===== src/rtl/aes_dec_round_ctrl.sv =====
// Sequencer for an iterative AES inverse-cipher datapath and its round-key store.
// Handles key expansion into the (NR+1)-entry round-key RAM, then steps one ciphertext
// block at a time through AddRoundKey, NR-1 full inverse rounds and the final round.
// All datapath strobes are registered. They are decoded from the next state so that
// each one lines up with the state it belongs to. Only in_ready and st_load are
// combinational, because they must respond to the requester in the same cycle.
module aes_dec_round_ctrl #(
  parameter int unsigned NR      = 10,
  parameter int unsigned ROUND_W = 4
) (
  input  logic               clk,
  input  logic               reset,
  input  logic               key_valid,
  output logic               key_ack,
  output logic               key_ready,
  input  logic               in_valid,
  output logic               in_ready,
  output logic               out_valid,
  input  logic               out_ready,
  output logic               kld,
  output logic               rk_we,
  output logic [ROUND_W-1:0] rk_waddr,
  output logic [ROUND_W-1:0] rk_raddr,
  output logic               st_load,
  output logic               st_en,
  output logic [1:0]         dp_mode,
  output logic               busy
);

  typedef enum logic [2:0] {
    StIdle, StKload, StKexp, StKrdy, StArk, StRound, StLast, StOut
  } state_e;

  localparam logic [ROUND_W-1:0] LastIdx    = ROUND_W'(NR);
  localparam logic [ROUND_W-1:0] RoundStart = ROUND_W'(NR - 1);
  localparam logic [ROUND_W-1:0] OneIdx     = ROUND_W'(1);

  localparam logic [1:0] ModeIdle  = 2'b00;
  localparam logic [1:0] ModeArk   = 2'b01;
  localparam logic [1:0] ModeRound = 2'b10;
  localparam logic [1:0] ModeLast  = 2'b11;

  state_e             state_q, state_d;
  logic [ROUND_W-1:0] cnt_q, cnt_d;
  logic [ROUND_W-1:0] round_q, round_d;
  logic               key_ready_q, key_ready_d;

  logic               kld_q, kld_d;
  logic               rk_we_q, rk_we_d;
  logic [ROUND_W-1:0] rk_waddr_q, rk_waddr_d;
  logic [ROUND_W-1:0] rk_raddr_q, rk_raddr_d;
  logic               st_en_q, st_en_d;
  logic [1:0]         dp_mode_q, dp_mode_d;
  logic               out_valid_q, out_valid_d;
  logic               busy_q, busy_d;

  // Next state, counters and key_ready bookkeeping.
  always_comb begin
    state_d     = state_q;
    cnt_d       = cnt_q;
    round_d     = round_q;
    key_ready_d = key_ready_q;
    case (state_q)
      StIdle: begin
        if (key_valid) state_d = StKload;
      end
      StKload: begin
        key_ready_d = 1'b0;
        cnt_d       = '0;
        state_d     = StKexp;
      end
      StKexp: begin
        if (cnt_q == LastIdx) begin
          key_ready_d = 1'b1;
          cnt_d       = '0;
          state_d     = StKrdy;
        end else begin
          cnt_d = cnt_q + OneIdx;
        end
      end
      StKrdy: begin
        // A rekey request wins over a waiting block.
        if (key_valid) begin
          state_d = StKload;
        end else if (in_valid) begin
          state_d = StArk;
        end
      end
      StArk: begin
        round_d = RoundStart;
        state_d = StRound;
      end
      StRound: begin
        // Hold round at 1 on exit so it never leaves 1..NR-1.
        if (round_q == OneIdx) begin
          state_d = StLast;
        end else begin
          round_d = round_q - OneIdx;
        end
      end
      StLast: begin
        state_d = StOut;
      end
      StOut: begin
        if (out_ready) state_d = StKrdy;
      end
      default: begin
        state_d = StIdle;
      end
    endcase
  end

  // Registered strobes decoded from the state being entered.
  always_comb begin
    kld_d       = 1'b0;
    rk_we_d     = 1'b0;
    rk_waddr_d  = '0;
    rk_raddr_d  = '0;
    st_en_d     = 1'b0;
    dp_mode_d   = ModeIdle;
    out_valid_d = 1'b0;
    busy_d      = 1'b1;
    case (state_d)
      StIdle, StKrdy: busy_d = 1'b0;
      StKload: kld_d = 1'b1;
      StKexp: begin
        rk_we_d    = 1'b1;
        rk_waddr_d = cnt_d;
      end
      StArk: begin
        dp_mode_d  = ModeArk;
        rk_raddr_d = LastIdx;
        st_en_d    = 1'b1;
      end
      StRound: begin
        dp_mode_d  = ModeRound;
        rk_raddr_d = round_d;
        st_en_d    = 1'b1;
      end
      StLast: begin
        dp_mode_d = ModeLast;
        st_en_d   = 1'b1;
      end
      StOut: out_valid_d = 1'b1;
      default: busy_d = 1'b0;
    endcase
  end

  // State and registered outputs; reset clears everything immediately.
  always_ff @(posedge clk or negedge reset) begin
    if (!reset) begin
      state_q     <= StIdle;
      cnt_q       <= '0;
      round_q     <= '0;
      key_ready_q <= 1'b0;
      kld_q       <= 1'b0;
      rk_we_q     <= 1'b0;
      rk_waddr_q  <= '0;
      rk_raddr_q  <= '0;
      st_en_q     <= 1'b0;
      dp_mode_q   <= ModeIdle;
      out_valid_q <= 1'b0;
      busy_q      <= 1'b0;
    end else begin
      state_q     <= state_d;
      cnt_q       <= cnt_d;
      round_q     <= round_d;
      key_ready_q <= key_ready_d;
      kld_q       <= kld_d;
      rk_we_q     <= rk_we_d;
      rk_waddr_q  <= rk_waddr_d;
      rk_raddr_q  <= rk_raddr_d;
      st_en_q     <= st_en_d;
      dp_mode_q   <= dp_mode_d;
      out_valid_q <= out_valid_d;
      busy_q      <= busy_d;
    end
  end

  // Requester handshake must react to key_valid/in_valid within the cycle.
  always_comb begin
    in_ready = (state_q == StKrdy) && !key_valid;
    st_load  = in_ready && in_valid;
  end

  assign kld       = kld_q;
  assign key_ack   = kld_q;
  assign key_ready = key_ready_q;
  assign rk_we     = rk_we_q;
  assign rk_waddr  = rk_waddr_q;
  assign rk_raddr  = rk_raddr_q;
  assign st_en     = st_en_q;
  assign dp_mode   = dp_mode_q;
  assign out_valid = out_valid_q;
  assign busy      = busy_q;

endmodule


===== config.mk =====
export PLATFORM = sky130hd
export DESIGN_NAME = aes_dec_round_ctrl
export DESIGN_NICKNAME = d
export VERILOG_FILES = /design/src/rtl/aes_dec_round_ctrl.sv
export SDC_FILE = /design/constraint.sdc
export NUM_CORES = 1
export LEC_CHECK = 0
export BUFFER_PORTS_ARGS = -buffer_cell sky130_fd_sc_hd__buf_4
export CORE_UTILIZATION = 45
export DETAILED_ROUTE_END_ITERATION = 7
export PLACE_DENSITY = 0.76
export SLEW_MARGIN = 25
export SYNTH_ARGS = -nofsm -noshare
export SYNTH_HDL_FRONTEND = slang
export SYNTH_SLANG_ARGS = --single-unit

===== constraint.sdc =====
create_clock -name clk -period 1.8 [get_ports clk]
set_input_delay 0.54 -clock clk [delete_from_list [all_inputs] [get_ports clk]]
set_output_delay 0.54 -clock clk [all_outputs]
set_load 0.01 [all_outputs]

### Word-level counts from Yosys, hierarchy flattened

Cells that the tools add are included.

| word-level totals | value |
|---|---|
| memories | 0 |
| logic and storage cells | 61 |
| memory bits (read-only) | 0 |
| input port bits | 5 |
| output and inout port bits | 19 |
| bits in latches | 0 |
| register bits | 27 |
| memory bits (writable) | 0 |

| cells by class | value |
|---|---|
| mux-type cells | 21 |
| shift-type cells | 0 |
| reduce and logical (&&, ||, !) cells | 9 |
| $mul | 0 |
| order comparisons | 0 |
| eq/ne operators | 17 |
| bitwise logic cells | 0 |
| div/mod/pow operators | 0 |
| $add $sub $neg | 2 |

Operators with widths:

| operator | number |
|---|---|
| 3-bit == test (second input constant) | 8 |
| 3-bit one-hot mux with 8 select lines | 1 |
| 4-bit one-hot mux with 2 select lines | 3 |
| 3-bit two-way mux | 6 |
| 3-bit by 2-bit == test with 1-bit output (second input constant) | 4 |
| 4-bit two-way mux | 3 |
| 3-bit by 1-bit == test with 1-bit output (second input constant) | 2 |
| 3-bit logical NOT | 2 |
| 1-bit two-way mux | 6 |
| 2-bit one-hot mux with 3 select lines | 1 |
| 4-bit by 1-bit adder with 4-bit output (second input constant) | 1 |
| 4-bit by 1-bit == test with 1-bit output (second input constant) | 1 |
| 4-bit == test (second input constant) | 1 |
| 4-bit by 1-bit subtractor with 4-bit output (second input constant) | 1 |
| 3-bit OR reduction | 1 |
| 1-bit logical AND | 2 |
| 2-bit != test (second input constant) | 1 |
| 1-bit one-hot mux with 2 select lines | 1 |
| 2-bit AND reduction | 1 |
| 2-bit nonzero test | 1 |
| 2-bit OR reduction | 1 |
| 1-bit logical NOT | 1 |

### Longest topological paths before layout

Gate-level depths: netlist of the first run.

| depth | value |
|---|---|
| word-level depth | 6 |
| mapped depth | 7 |
| gate-level depth less buffers | 6 |

### Worst setup path after synthesis of the first run

No wires, ideal clock.

| timing | value |
|---|---|
| path kind | register -> register |
| start point | register cnt_q[0] |
| end point | register kld_q (netlist: key_ack) |
| required time | 1.657 ns |
| path slack | 0.083 ns |
| cell stages (with the launch flop) | 8 |
| setup time | 0.143 ns |
| clock period less this slack | 1.717 ns |
| arrival time | 1.574 ns |
| path buffers | 1 |
| cells stage by stage | dfrtp_1 inv_1 ha_1 and3b_1 or4_1 buf_2 o311a_4 nor4b_1 |

| between the ends | value |
|---|---|
| longest elaborated chain between the ends | 5 |

RTL lines:

| what | RTL line | text |
|---|---|---|
| from (decl) | 44 | `logic [ROUND_W-1:0] cnt_q, cnt_d;` |
| from (signal assigned) | 166 | `cnt_q <= cnt_d;` |
| 4-bit == test | 73 | `if (cnt_q == LastIdx) begin` |
| 3-bit two-way mux | 73 |  |
| 3-bit one-hot mux with 8 select lines | 63 | `case (state_q)` |
| 3-bit by 1-bit == test with 1-bit output | 123 | `case (state_d)` |
| 1-bit two-way mux | 123 |  |
| net kld_d | 48 | `logic kld_q, kld_d;` |
| to (signal assigned) | 169 | `kld_q <= kld_d;` |
| to (decl) | 48 |  |

The timed path passes the listed nets, and every way through them passes these cells.
A chain may end at the register's enable or synchronous reset.

### Final worst setup path of the first run

| timing | value |
|---|---|
| start point | register state_q[1] |
| end point | output port in_ready |

| between the ends | value |
|---|---|
| longest elaborated chain between the ends | 2 |

RTL lines:

| what | RTL line | text |
|---|---|---|
| from (decl) | 43 | `state_e state_q, state_d;` |
| from (signal assigned) | 152 | `state_q <= StIdle;` |
| from (signal assigned) | 165 | `state_q <= state_d;` |
| 3-bit by 2-bit == test with 1-bit output | 182 | `in_ready = (state_q == StKrdy) && !key_valid;` |
| 1-bit logical AND | 182 |  |
| to (decl) | 17 | `output logic in_ready,` |

No other way between the ends.

==> results.md, run 1 <==
- Ys Warns: 0
- Iteration-0 DRC Markers: 19
- # diodes: 0
- First-pass DRT Iterations: 4
- Internal power: 1600 uW
- Global route overflow: 0
- CTS max path bufs: 2
- Cell variety after synth: 33
- Combinational Power Share: 52.0%
- Gpl congestion: 0.766
- Clock Sinks: 27
- Fill cell count: 207
- Worst-case vdd ir drop: 0.989 mV
- # setup viols final: 0
- Status: completed
- Total power: 2590 uW
- Syn avg cell area: 11.0 um^2
- Core region area: 2480 um^2
- Multi-input gate area: 469 um^2
- Reg2reg start: cnt_q[1]$_DFF_PN0_
- PortBufs: 23
- # Max-Cap Violations: 0
- Reg2reg end: cnt_q[2]$_DFF_PN0_
- Sw Share: 38.2%
- Max-slew violation count: 0
- Crit end category: primary output
- Routed wire length: 2350 um
- Most frequent cells in the layout: buf_4 (37), dfrtp_1 (24), nor2_1 (8), inv_1 (7), o21ai_0 (6)
- DPL Wire Length: 1570 um
- Die width: 53.4 um
- Crit start category: flop
- Final non-filler cell area: 1540 um^2
- Leakage: 0.000807 uW
- Clock Skew: 0.00912 ns
- FMAX: 569 MHz
- Max_slew headroom: 66.7%
- FF+latch count, synth: 27
- Total number of vias: 929
- Reg power frac: 38.2%
- R2R Setup Slk: 0.07 ns
- WP data arrival: 1.22 ns
- Vias in the first global route: 870
- Initial antenna violation count: 0
- Fin. Hold Viols: 0
- Period utilisation layout: 97.7%
- Latest clock arrival within the worst-skew pair: 0.32 ns
- Gr usage total: 19.0%
- Seq/Total Area, Yosys: 56.9%
- Root Buffer: clkbuf_4
- Initial Util: 47.9%
- Commonest non-fill, non-tap cell in the layout: buf_4
- Post-DP Area: 1420 um^2
- Post-synth EDFFs: 0
- Post-route ant nets: 0
- Fin nets: 155
- Syn_nets: 117
- Die area: 2850 um^2
- Crit path max fanout: 8
- Drc violations: 0
- Share of post-route cells with drive strength above 1: 35.9%
- Reg2reg path depth: 6
- WS Path Type: flop to primary output
- Worst Hold Class: input port to async pin
- Routed len/inst: 13.4 um
- Synth-to-Final Area Change: 29.3%
- Quantity of hold-fixing buffers added after cts: 0
- Syn Inst Count: 108
- H-Tree Depth: 1
- FFs w/ async S/R, synth: 100%
- Worst Tran Pin Value: 0.495 ns
- Row cnt: 18
- Total clock buffers created by CTS: 3
- Largest net degree at the start of global routing: 28
- Predominant post-synthesis flop cell: dfrtp_1
- Chip height: 53.4 um
- Vias per inst: 5.31
- CTS tree: done
- P_sw: 990 uW
- First-pass GRT wire length: 3790 um
- Clock Pin Slew Worst Setup and Hold Paths: 0.14 ns
- WP data required: 1.26 ns
- Mapped Area: 1190 um^2
- Io pins: 24
- Clock network power share: 9.8%
- Fin crit period: 1.76 ns
- RSZ-0062 raised after global routing: yes
- FF+latch area: 679 um^2
- Pwr/cell area: 1690 nW/um^2
[per-stage QoR]
step	setup WS (ns)	setup TNS [ns]	util, %	cells	hold slack, ns
floorplan	0.0827	0	-	108	0.244
global placement	0.132	0	57.4	163	0.464
detailed placement	0.0949	0	57.4	163	0.469
CTS	0.00847	0	60.4	171	0.106
global route	-0.0335	-0.0591	62.0	175	0.101
finish	0.0411	0	62.0	175	0.100
[registers in the layout, summed over array words and instances, names as in the netlist]
name,cells
busy,1
key_ready,1
cnt_q,4
out_valid,1
round_q,4
rk_raddr,4
rk_we,1
state_q,3
st_en,1
key_ack,1
dp_mode,2
rk_waddr,4
[worst max path at each step]
| stage | slack [ns] | from | cells after the start | endpoint |
|---|---|---|---|---|
| floorplan | 0.08 | cnt_q[0]$_DFF_PN0_ | 7 | key_ack$_DFF_PN0_ |
| global placement | 0.13 | key_valid | 5 | st_load |
| detailed placement | 0.09 | cnt_q[1]$_DFF_PN0_ | 6 | cnt_q[2]$_DFF_PN0_ |
| CTS | 0.008 | state_q[0]$_DFF_PN0_ | 3 | in_ready |
| global route | -0.03 | state_q[2]$_DFF_PN0_ | 4 | st_load |
| finish | 0.04 | state_q[1]$_DFF_PN0_ | 3 | in_ready |
[layer usage]
layer  GRT usage (%)  share of wire (%)  routed length (um)
met1            23.3                 44                1040
met4            8.77               0.51                  12
met2            32.1                 52                1210
met3            2.87                3.8                  90
met5               0                  0                   0
[cell usage after synthesis (2+ instances only)]
cell       n  area share [%]
buf_2      4             1.7
nor4_1     3             1.6
nor2b_1    3             1.6
inv_1      9             2.8
ha_1       4             4.2
dfrtp_1   27              57
xnor2_1    2             1.5
o21ai_0    6             2.5
nand3_1    3             1.3
nand2b_1   2             1.1
a31oi_1    2             1.1
nor2_1     8             2.5
a21oi_1    5             2.1
nand2_1    5             1.6
a21o_1     5             3.2
nor3_1     2            0.84
xor2_1     2             1.5
[worst max-delay path: stages (launching register included)]
cell	delay (ns)
dfrtp_2	0.47
inv_1	0.12
nor4_2	0.15
buf_4	0.16
[power by group through the flow]
stage,Sequential [uW],Combinational (uW),Clock (uW)
2_1_floorplan,999,736,0
3_3_place_gp,996,1130,0
3_5_place_dp,1010,1170,0
4_1_cts,985,1290,260
5_1_grt,1020,1480,288
6_report,990,1350,253
[cell type report]
class	instances	share of cell area (%)
clock buffers	4	1.71
inverters	9	2.20
multi-input cells	67	30.6
flip-flops and latches	27	44.3
well taps	30	2.44
repair buffers	38	18.8
[repair_timing]
item                                    in CTS  in global routing
endpoints found under the setup margin       2                  4
setup buffers                                4                  4
resized for setup                            6                  4
pin swaps                                    1                  0
[kinds of logic (layout without fill, tap and decap cells)]
group	after synthesis	count (layout)	synth area share, %
simple gates	34	34	15.9
flops	27	27	56.9
compound gates	25	25	14.9
buf+inv	14	51	5.16
fa+ha+maj	4	4	4.22
xor+xnor	4	4	2.95
Note: power is estimated with default switching activity, not from simulation.
==> inputs of run 2 (changes only) <==
--- a/config.mk
+++ b/config.mk
@@ -5,7 +5,9 @@
 export SDC_FILE = /design/constraint.sdc
 export NUM_CORES = 1
 export LEC_CHECK = 0
+export ABC_AREA = 1
 export BUFFER_PORTS_ARGS = -buffer_cell sky130_fd_sc_hd__buf_4
+export CORE_ASPECT_RATIO = 1.1
 export CORE_UTILIZATION = 45
 export DETAILED_ROUTE_END_ITERATION = 7
 export PLACE_DENSITY = 0.76
==> results.md, run 2 <==
- FF+latch count, synth: 27 (unchanged)
- Most frequent cells in the layout: nand2_1 (29), buf_4 (26), dfrtp_1 (25), inv_1 (13), nor2_1 (13)
- Ys Warns: 0 (unchanged)
- Fill cell count: 236 (+14%)
- Crit start category: flop
- Syn_nets: 143 (+22%)
- Worst Tran Pin Value: 0.328 ns (-0.167 ns)
- Top post-synthesis cells by area: dfrtp_1 (54%), nand2_1 (8.6%), inv_1 (4.2%), ha_1 (4.0%), nor2_1 (3.9%)
- Synth cell count leaders: nand2_1 (29), dfrtp_1 (27), inv_1 (14), nor2_1 (13), nand3_1 (9)
- Seq/Total Area, Yosys: 53.5% (-3.4 points)
- Pwr/cell area: 1610 nW/um^2 (-4.5%)
- Clock Pin Slew Worst Setup and Hold Paths: 0.14 ns (about the same)
- Total clock buffers created by CTS: 3 (unchanged)
- Cell Chain, Critical Path: nor3_4, nand2_2, inv_2, buf_6
- Max-slew violation count: 0 (unchanged)
- Predominant post-synthesis flop cell: dfrtp_1
- WS Path Type: flop to primary output
- Total power: 2430 uW (-6.0%)
- Clock Sinks: 27 (unchanged)
- Io pins: 24 (unchanged)
- Quantity of hold-fixing buffers added after cts: 0 (unchanged)
- # Max-Cap Violations: 0 (unchanged)
- WP data arrival: 1.22 ns (about the same)
- Share of post-route cells with drive strength above 1: 29.0% (-6.8 points)
- CTS tree: done
- Post-synth top area share: 53.5% (-3.4 points)
- Worst Hold Class: input port to async pin
- Commonest non-fill, non-tap cell in the layout: nand2_1
- Worst-case vdd ir drop: 1.11 mV (+12%)
- Clock Skew: 0.00756 ns (-0.00156 ns)
- FFs w/ async S/R, synth: 100% (unchanged)
- Crit end category: primary output
- CP max stage cell: dfrtp_2
- Cell variety after synth: 28 (-15%)
- Total number of vias: 984 (+5.9%)
- FMAX: 568 MHz (about the same)
- Final setup TNS: 0 ns (unchanged)
- Mapped Area: 1260 um^2 (+6.3%)
- First-pass DRT Iterations: 4 (unchanged)
- First-pass GRT wire length: 3960 um (+4.5%)
- Fin nets: 172 (+11%)
- Latest clock arrival within the worst-skew pair: 0.31 ns (about the same)
- Initial Util: 49.2% (+1.2 points)
- CP peak stage delay: 0.45 ns (-0.02 ns)
- Row cnt: 19 (+1)
- Gpl congestion: 0.766 (about the same)
- Fin crit period: 1.76 ns (+0.00175 ns)
- Routed wire length: 2330 um (-0.81%)
- WP data required: 1.26 ns (about the same)
- Fin. Hold Viols: 0 (unchanged)
- Post-synth EDFFs: 0 (unchanged)
- Core region area: 2570 um^2 (+3.6%)
- RSZ-0062 raised after global routing: yes
- Iteration-0 DRC Markers: 16 (-3)
- Post-route ant nets: 0 (unchanged)
- Hold Slack: 0.104 ns (+0.00360 ns)
- Crit path max fanout: 3 (-5)
- Drc violations: 0 (unchanged)
- Initial antenna violation count: 0 (unchanged)
- Routed len/inst: 12.1 um (-10%)
- Top-count cell post-synth: nand2_1
- Status: completed
- H-Tree Depth: 1 (unchanged)
- Syn Inst Count: 134 (+24%)
- Vias in the first global route: 966 (+11%)
- PortBufs: 23 (unchanged)
- Die area: 3020 um^2 (+6.1%)
- Syn avg cell area: 9.42 um^2 (-14%)
- Cell taking the most area after synthesis: dfrtp_1
- Chip height: 57.6 um (+7.8%)
- # setup viols final: 0 (unchanged)
- Max_slew headroom: 78.2% (+11 points)
- Gr usage total: 17.6% (-1.4 points)
- Die width: 52.5 um (-1.6%)
- Synth-to-Final Area Change: 19.6%
- Leakage: 0.000833 uW (+3.3%)
- Period utilisation layout: 97.8% (about the same)
- Root Buffer: clkbuf_4
- CTS max path bufs: 2 (unchanged)
- Global route overflow: 0 (unchanged)
- # diodes: 0 (unchanged)
- Vias per inst: 5.10 (-4.0%)
- Largest net degree at the start of global routing: 28 (unchanged)
- DPL Wire Length: 1780 um (+13%)
==> run 2: report_power, final <==
| group | leakage [uW] | switching, uW | total, uW | internal [uW] |
|---|---|---|---|---|
| Combinational | 0.000467 | 734 | 1230 | 498 |
| Clock | 0.0000150 | 163 | 250 | 86.5 |
| Sequential | 0.000351 | 138 | 952 | 814 |
==> run 2: per-stage QoR <==
| step | utilization (%) | cells | worst slack, ns | cell area [um^2] |
|---|---|---|---|---|
| detailed placement | 57.0 | 187 | 0.153 | 1460 |
| global route | 58.8 | 193 | -0.0281 | 1510 |
| floorplan | - | 134 | 0.266 | 1260 |
| finish | 58.8 | 193 | 0.0394 | 1510 |
| global placement | 57.0 | 187 | 0.172 | 1460 |
| CTS | 58.4 | 192 | 0.00808 | 1500 |
==> run 2: worst max-delay path: cells and delay by family, from the launching register on <==
kind                   cells  cell delay (ns)
flip-flops                 1             0.45
buffers and inverters      2             0.15
AND/OR/NAND/NOR            2             0.31
==> run 2: layout make-up <==
cell class	count	area (um^2)	share of cell area (%)
sequential	27	678	44.9
inverter	18	70.1	4.64
timing repair buffer	27	206	13.7
tap	31	38.8	2.57
multi-input combinational	86	490	32.5
clock buffer	4	26.3	1.74
==> run 2: path summary, 6_finish.rpt <==
kind	slack, ns	cells after the start	end	startpoint
worst min-delay path	0.10	1	dp_mode[1]$_DFF_PN0_	reset
min in group clk	0.39	2	out_valid$_DFF_PN0_	out_ready
max in group asynchronous	1.43	1	state_q[0]$_DFF_PN0_	reset
worst max-delay path	0.04	4	st_load	state_q[2]$_DFF_PN0_
worst max register to register	0.40	9	busy$_DFF_PN0_	state_q[0]$_DFF_PN0_
worst min register to register	0.51	2	key_ready$_DFFE_PN0P_	key_ready$_DFFE_PN0P_
==> run 2: logic make-up (layout without fill, tap and decap cells) <==
| family | after synthesis | after routing | synth area share [%] |
|---|---|---|---|
| XOR/XNOR | 4 | 4 | 2.78 |
| AO/OA/AOI/OAI | 15 | 15 | 7.24 |
| buffers and inverters | 21 | 49 | 7.63 |
| flip-flops | 27 | 27 | 53.5 |
| AND/OR/NAND/NOR | 63 | 63 | 24.9 |
| adder cells (fa/ha/maj) | 4 | 4 | 3.96 |
==> run 2: routing by layer <==
layer / track usage [%] / vias up / share of wire, %
met4: 8.27 / 0 / 1.4
met3: 2.67 / 6 / 2.8
met1: 20.4 / 477 / 41
met2: 30.9 / 19 / 55
li1: - / 482 / -
met5: 0 / - / 0
==> run 2: timing repair <==
action | 4_1_cts | 5_1_grt
gates resized for setup | 2 | 2
cloned | 0 | 0
hold endpoints to repair | 0 | 0
endpoints found under the setup margin | 2 | 1
pin swaps | 0 | 0
setup buffers | 1 | 1
